## src/rtl/fc8_interrupt_sequencer.sv

```systemverilog
// FC8 interrupt sequencer: arbitrates NMI and three latched IRQ sources,
// runs the CPU request/acknowledge/vector handshake and tracks nested handlers.
module fc8_interrupt_sequencer #(
  parameter logic [15:0] VEC_NMI    = 16'hFFFA,
  parameter logic [15:0] VEC_VBLANK = 16'hFFF0,
  parameter logic [15:0] VEC_TIMER  = 16'hFFF2,
  parameter logic [15:0] VEC_EXT    = 16'hFFF4
) (
  input  logic        clk_cpu,
  input  logic        rst,
  input  logic        nmi_in,
  input  logic        vblank_pending,
  input  logic        timer_pending,
  input  logic        external_pending,
  input  logic        cpu_int_mask,
  input  logic        cpu_int_ack,
  input  logic        cpu_reti,
  output logic        int_req,
  output logic        int_is_nmi,
  output logic [15:0] vector_addr,
  output logic        vector_valid,
  output logic        clr_vblank,
  output logic        clr_timer,
  output logic        clr_external,
  output logic [3:0]  in_service,
  output logic [1:0]  nest_depth
);

  typedef enum logic [1:0] {
    ST_IDLE,
    ST_REQ,
    ST_VEC,
    ST_SVC
  } state_t;

  // Encoding doubles as the bit index into in_service.
  typedef enum logic [1:0] {
    SEL_VBLANK = 2'd0,
    SEL_TIMER  = 2'd1,
    SEL_EXT    = 2'd2,
    SEL_NMI    = 2'd3
  } sel_t;

  state_t      state_q, state_d;
  sel_t        sel_q, sel_d;
  logic        nmi_latch_q, nmi_latch_d;
  logic        nmi_prev_q;
  logic [3:0]  in_service_q, in_service_d;
  logic [1:0]  depth_q, depth_d;

  logic        nmi_edge;
  logic        irq_busy;
  logic        irq_eligible;
  sel_t        irq_top;
  logic        sel_pending;

  assign nmi_edge     = nmi_in & ~nmi_prev_q;
  assign irq_busy     = |in_service_q[2:0];
  assign irq_eligible = (vblank_pending | timer_pending | external_pending)
                        & ~cpu_int_mask & ~irq_busy;

  always_comb begin
    irq_top = SEL_EXT;
    if (vblank_pending) begin
      irq_top = SEL_VBLANK;
    end else if (timer_pending) begin
      irq_top = SEL_TIMER;
    end
  end

  always_comb begin
    sel_pending = 1'b0;
    case (sel_q)
      SEL_VBLANK: sel_pending = vblank_pending;
      SEL_TIMER:  sel_pending = timer_pending;
      SEL_EXT:    sel_pending = external_pending;
      default:    sel_pending = 1'b0;
    endcase
  end

  always_comb begin
    state_d      = state_q;
    sel_d        = sel_q;
    nmi_latch_d  = nmi_latch_q;
    in_service_d = in_service_q;
    depth_d      = depth_q;

    case (state_q)
      ST_IDLE: begin
        if (nmi_latch_q) begin
          state_d = ST_REQ;
          sel_d   = SEL_NMI;
        end else if (irq_eligible) begin
          state_d = ST_REQ;
          sel_d   = irq_top;
        end
      end

      ST_REQ: begin
        if (cpu_int_ack) begin
          state_d = ST_VEC;
        end else if (sel_q != SEL_NMI) begin
          if (nmi_latch_q) begin
            sel_d = SEL_NMI;
          end else if (!sel_pending || cpu_int_mask) begin
            state_d = ST_IDLE;
          end
        end
      end

      ST_VEC: begin
        state_d             = ST_SVC;
        in_service_d[sel_q] = 1'b1;
        depth_d             = depth_q + 2'd1;
        if (sel_q == SEL_NMI) begin
          nmi_latch_d = 1'b0;
        end
      end

      ST_SVC: begin
        // Return takes precedence over a pending NMI; the NMI is seen next cycle.
        if (cpu_reti) begin
          if (in_service_q[3]) begin
            in_service_d[3] = 1'b0;
          end else begin
            in_service_d[2:0] = '0;
          end
          if (depth_q <= 2'd1) begin
            depth_d      = '0;
            in_service_d = '0;
            state_d      = ST_IDLE;
          end else begin
            depth_d = depth_q - 2'd1;
          end
        end else if (nmi_latch_q && !in_service_q[3]) begin
          state_d = ST_REQ;
          sel_d   = SEL_NMI;
        end
      end

      default: state_d = ST_IDLE;
    endcase

    if (nmi_edge) begin
      nmi_latch_d = 1'b1;
    end
  end

  always_ff @(posedge clk_cpu) begin
    if (rst) begin
      state_q      <= ST_IDLE;
      sel_q        <= SEL_VBLANK;
      nmi_latch_q  <= 1'b0;
      nmi_prev_q   <= 1'b1;
      in_service_q <= '0;
      depth_q      <= '0;
    end else begin
      state_q      <= state_d;
      sel_q        <= sel_d;
      nmi_latch_q  <= nmi_latch_d;
      nmi_prev_q   <= nmi_in;
      in_service_q <= in_service_d;
      depth_q      <= depth_d;
    end
  end

  always_comb begin
    vector_addr = '0;
    if (state_q == ST_VEC) begin
      case (sel_q)
        SEL_VBLANK: vector_addr = VEC_VBLANK;
        SEL_TIMER:  vector_addr = VEC_TIMER;
        SEL_EXT:    vector_addr = VEC_EXT;
        default:    vector_addr = VEC_NMI;
      endcase
    end
  end

  assign int_req      = (state_q == ST_REQ);
  assign int_is_nmi   = ((state_q == ST_REQ) || (state_q == ST_VEC)) && (sel_q == SEL_NMI);
  assign vector_valid = (state_q == ST_VEC);
  assign clr_vblank   = (state_q == ST_VEC) && (sel_q == SEL_VBLANK);
  assign clr_timer    = (state_q == ST_VEC) && (sel_q == SEL_TIMER);
  assign clr_external = (state_q == ST_VEC) && (sel_q == SEL_EXT);
  assign in_service   = in_service_q;
  assign nest_depth   = depth_q;

endmodule

```

## config.mk

```make
export PLATFORM = sky130hd
export DESIGN_NAME = fc8_interrupt_sequencer
export DESIGN_NICKNAME = d
export VERILOG_FILES = /design/src/rtl/fc8_interrupt_sequencer.sv
export SDC_FILE = /design/constraint.sdc
export NUM_CORES = 1
export LEC_CHECK = 0
export ABC_AREA = 1
export BUFFER_PORTS_ARGS = -buffer_cell sky130_fd_sc_hd__buf_2
export CAP_MARGIN = 20
export CORE_MARGIN = 3
export CORE_UTILIZATION = 47
export DETAILED_ROUTE_END_ITERATION = 10
export PLACE_DENSITY = 0.87
export SYNTH_ARGS = -nofsm -noshare
export SYNTH_HDL_FRONTEND = slang
export SYNTH_SLANG_ARGS = --single-unit
```

## constraint.sdc

```tcl
create_clock -name clk_cpu -period 1.7 [get_ports clk_cpu]
set_clock_uncertainty 0.05 [all_clocks]
set_input_delay 0.085 -clock clk_cpu [delete_from_list [all_inputs] [get_ports clk_cpu]]
set_output_delay 0.085 -clock clk_cpu [all_outputs]
set_load 0.1 [all_outputs]
```

==> results.yml, run 1 <==
logic_synthesis:
  synth-simple-area-share_pct: 28.6
  ys_seq_area_share_pct: 25.7
  ys_ff_latch: 12
  synth_compound_gate_area_share_pct: 11.4
  postSynthCellCount: 148
  ys_types: 17
  syn_nets: 165
  muxShareOfSynthArea_pct: 0
  synth_xor_area_share_pct: 0
  synth_area_um2: 936
  synth_fa_ha_area_share_pct: 10.7
  postSynthAreaPerCell_um2: 6.32
  yosysWarningCount: 0
  synth_top_family_by_area: "simple AND/OR/NAND/NOR gates"
worst_setup_path:
  crit_slowest_cell: "dfxtp_1"
  critPathMaxFanout: 8
  path_buf_inv: 2
  cp.required_ns: 1.56
  cp-start-kind: "flip-flop"
  cp_top_family: "flip-flops"
  slowest_delay_ns: 0.57
  critPathKind: "flip-flop to primary output"
  worstPathArrival_ns: 1.56
  crit_chain: "inv_1 -> nor3_4 -> buf_12"
  worst_setup_path_end_kind: "primary output"
die:
  die_x_um: 50.6
  dieArea_mm2: 0.00256
  start_util_pct: 51.9
  rows: 15
  ioPinCount: 37
  coreArea_mm2: 0.00180
  dieHeight_um: 50.6
outcome:
  status: "finished, final reports clean"
routing:
  routed_wl_um: 2350
  drc_errors: 0
  wl_per_cell_um: 11.7
  drtIter0Drc: 30
  ant_nets: 0
  vias_per_cell: 4.80
  via_count: 964
  drt-pass1-iter-count: 4
global_routing:
  met1_usage_pct: 20.8
  grtUsageMet3_pct: 5.34
  track_usage_pct: 17.8
  antenna_found_initial: 0
  grt_pass1_wl_um: 3600
  grt_pass1_vias: 882
  grt-busiest-layer: "met2"
  globalRouteOverflowTotal: 0
  grt_max_degree: 16
  use_met2_pct: 31.5
layout:
  fin_nets: 194
  area_growth_syn_to_layout_pct: 41.7
  layout_commonest_cell: "nand2_1"
  antennaDiodeCount: 0
  mostFrequentLayoutCells: "nand2_1 (23), inv_1 (22), nor2_1 (20), clkbuf_4 (16), buf_2 (15)"
  drive_above_1_share_pct: 37.5
place:
  io_buffer_count: 35
  gp_congestion: 0.912
  hpwlAfterDp_um: 1720
min_path:
  hp-class: "primary input to flip-flop"
sta:
  finalCritPeriodShare_pct: 99.7
  rsz0062_at_grt: "yes"
  fmax_ghz: 0.590
  hold_viol: 0
  worst_hold_slack_ns: 0.135
  setup_violations: 0
  maxSlewViolCount: 0
  period_minus_slack_ns: 1.70
clock_network:
  cts_tree: "built"
  clk_path_buf_depth: 2
  cts_buffers: 3
  root_buffer: "clkbuf_4"
  htreeDepth: 1
  clk_latency_ns: 0.28
  cts.clk_slew.worst_paths_ns: 0.08
  cts.sinks: 12
run:
  max_cap_viol_count: 0
cells in the mapped netlist:
master	number	area share, %
a211o_1	1	0.94
a21oi_1	12	6.4
buf_4	16	13
conb_1	1	0.40
dfxtp_1	12	26
ha_1	8	11
inv_1	25	10
inv_2	1	0.40
nand2_1	25	10
nand2_2	1	0.67
nand3_1	9	4.8
nor2_1	24	9.6
nor2_2	1	0.67
nor3_1	4	2.1
o21ai_0	6	3.2
o31ai_1	1	0.80
or2_2	1	0.67
registers in the layout, summed over array words and instances, names as in the netlist, named ones only:
register,count
in_service,4
nest_depth,2
sel_q,2
nmi_latch_q,1
nmi_prev_q,1
state_q,1
layout make-up:
cell class | count | area (um2)
sequential | 12 | 253
clock buffer | 4 | 36.3
timing repair buffer | 40 | 355
tap | 25 | 31.3
multi-input combinational | 94 | 543
fill | 150 | 475
inverter | 26 | 108
path summary, 6_finish.rpt:
| kind | end | cells after the start | slack, ns | from |
|---|---|---|---|---|
| setup / recovery | vector_addr[2] | 3 | 0.004 | sel_q[1] |
| hold / removal | in_service[3] | 4 | 0.13 | cpu_reti |
| setup reg to reg | state_q[0] | 10 | 0.08 | state_q[0] |
| hold reg to reg | in_service[0] | 2 | 0.42 | in_service[0] |
metrics by stage:
step	setup TNS, ns	setup slack, ns	std cells	area (um2)	utilization [%]
2_1_floorplan	-4.12	-0.734	148	1020	-
3_3_place_gp	0	0.118	192	1200	66.6
3_5_place_dp	0	0.0401	192	1200	66.6
4_1_cts	0	0.00629	201	1280	71.0
5_1_grt	-0.215	-0.0796	201	1330	73.6
6_report	0	0.00442	201	1330	73.6
worst min-delay path, cell delays in order:
cell	delay, ns
buf_2	0.09
nand2_1	0.07
inv_1	0.12
nor3_1	0.06
routing by layer:
metal	share of wire, %	vias up
met5	0	-
met4	2.2	0
met3	7.4	6
met2	48	47
met1	42	414
li1	-	497
repair_timing:
item	in CTS	in global routing
endpoints found under the hold margin	3	0
gates resized for setup	0	20
endpoints found under the setup margin	4	25
buffers inserted	3	0
pin swaps	1	1
hold buffers	2	0
cells by family (layout without fill, tap and decap cells):
logic type,Yosys count,in the layout
AOI/OAI and AO/OA,20,20
DFF,12,12
buffers and inverters,42,70
adders and majority gates,8,8
and+or+nand+nor,65,65
other,1,1
Power of run 1 is left out: the tool's default activity adds up to more than one toggle a clock period on the data nets, which glitch-free logic cannot reach.
==> run 2, diff against run 1 <==
clock period = 1.6 ns   (was 1.7 ns; I/O delays follow)
==> run 2 against run 1 <==
Core utilization is 12 points higher. Count of clock-buffer cells in the layout down 1. Non-clock buffer count up 7. Worst hold slack worse by 0.0044 ns. Via count up 14%. Register-to-register slack worse by 0.13 ns. Critical endpoint unchanged. Global-route usage increased by 3.1 points. First-iteration DRC count is 120% higher. Highest routed layer unchanged. The flow now finishes with violations (setup timing). Design area is 17% higher. Setup slack worse by 0.055 ns. Critical path depth rose by 2. Sequential cell count is the same.
==> results.yml, run 2 (synthesis gave the netlist of run 1 again) <==
outcome:
  status: "complete, but fails checks"
  violations: "setup timing"
worst_setup_path:
  path_buf_inv: 3
  cp.required_ns: 1.47
  worst_setup_path_end_kind: "primary output"
  r2r_cells: 11
  cp-start-kind: "flip-flop"
  crit_chain: "inv_4 -> ha_4 -> clkinvlp_4 -> nor3_4 -> buf_12"
  critPathMaxFanout: 5
  cp_top_family: "buffers and inverters"
  critPathKind: "flip-flop to primary output"
  crit_slowest_cell: "dfxtp_4"
  r2r_start: "state_q[0]"
  slowest_delay_ns: 0.37
  worstPathArrival_ns: 1.52
  reg2reg_slack_ns: -0.05
layout:
  largest_reg_flops: 4
  utilization_pct: 85.8
  finalNonFillerCells: 208
  fin_nets: 201
  mostFrequentLayoutCells: "nand2_1 (23), inv_1 (21), nor2_1 (20), buf_12 (20), buf_2 (15)"
  antennaDiodeCount: 0
  area_growth_syn_to_layout_pct: 65.1
  final_cell_area_mm2: 0.00155
  layout_commonest_cell: "nand2_1"
  drive_above_1_share_pct: 39.3
place:
  hpwlAfterDp_um: 1920
  dpl.cell_count: 197
  gp_congestion: 0.893
  io_buffer_count: 35
  postPlaceCellArea_mm2: 0.00143
routing:
  drc_errors: 0
  drtIter0Drc: 66
  via_count: 1101
  ant_nets: 0
  routed_wl_um: 2980
  vias_per_cell: 5.29
  drt-pass1-iter-count: 6
  wl_per_cell_um: 14.3
min_path:
  min-delay-start: "cpu_int_ack"
  holdPathStages: 5
  hp-class: "primary input to flip-flop"
clock_network:
  cts_buffers: 3
  cts.clk_slew.worst_paths_ns: 0.08
  clk_path_buf_depth: 2
  htreeDepth: 1
  root_buffer: "clkbuf_4"
  cts_tree: "built"
  clk_latency_ns: 0.28
  cts.sinks: 12
sta:
  fmax_ghz: 0.606
  setup_violations: 8
  rsz0062_at_grt: "yes"
  fin_ws_ns: -0.0504
  period_minus_slack_ns: 1.65
  finalCritPeriodShare_pct: 103
  maxSlewViolCount: 0
  tns_ns: -0.272
  hold_viol: 0
global_routing:
  grt_pass1_vias: 976
  track_usage_pct: 20.9
  grt_max_degree: 14
  grt_pass1_wl_um: 4160
  antenna_found_initial: 0
  globalRouteOverflowTotal: 0
die:
  dieArea_mm2: 0.00256
  rows: 15
  coreArea_mm2: 0.00180
  die_x_um: 50.6
  dieHeight_um: 50.6
  start_util_pct: 51.9
  ioPinCount: 37
run:
  max_cap_viol_count: 0
-- run 2: final cells by class --
cell class                      count  area [um2]
Sequential cell                    12         251
Clock inverter                      1        3.75
Multi-Input combinational cell     94         558
Inverter                           26         108
Fill cell                          97         256
Clock buffer                        3        22.5
Timing Repair Buffer               47         571
Tap cell                           25        31.3
-- run 2: worst max path at each step --
stage / to / start / slack, ns / depth (start not counted)
2_1_floorplan: vector_addr[2] / state_q[0] / -0.83 / 5
4_1_cts: vector_addr[2] / state_q[0] / -0.04 / 5
5_1_grt: flip-flop / state_q[0] / -0.21 / 11
6_report: vector_addr[2] / state_q[0] / -0.05 / 5
3_5_place_dp: state_q[0] / flip-flop / -0.04 / 10
3_3_place_gp: flip-flop / state_q[0] / 0.04 / 11
-- run 2: metal layers --
metal / vias up / track usage, % / part of all wire [%]
met4: 0 / 4.93 / 3.7
met3: 25 / 5.34 / 7.9
met5: - / 0 / 0
met1: 487 / 21.5 / 35
li1: 515 / - / -
met2: 74 / 41.1 / 53
-- run 2: worst min-delay path, cell delays in order --
cell     delay, ns
buf_2         0.11
nand2_2       0.07
nand3_1       0.08
nand2_1       0.06
nor2_1        0.03
-- run 2: timing repair --
item,in CTS,in global routing
gates resized for setup,2,8
setup endpoints to repair,24,27
setup buffers,4,1
endpoints found under the hold margin,3,0
hold buffers,2,0
pin swaps,1,4
-- run 2: through the flow --
step	worst slack, ns	hold WS, ns
after global placement	0.0396	0.208
after detailed placement	-0.0385	0.221
final	-0.0504	0.130
after CTS	-0.0429	0.102
after floorplan	-0.829	0.0991
after global routing	-0.207	0.162
Power of run 2 is left out for the same reason.
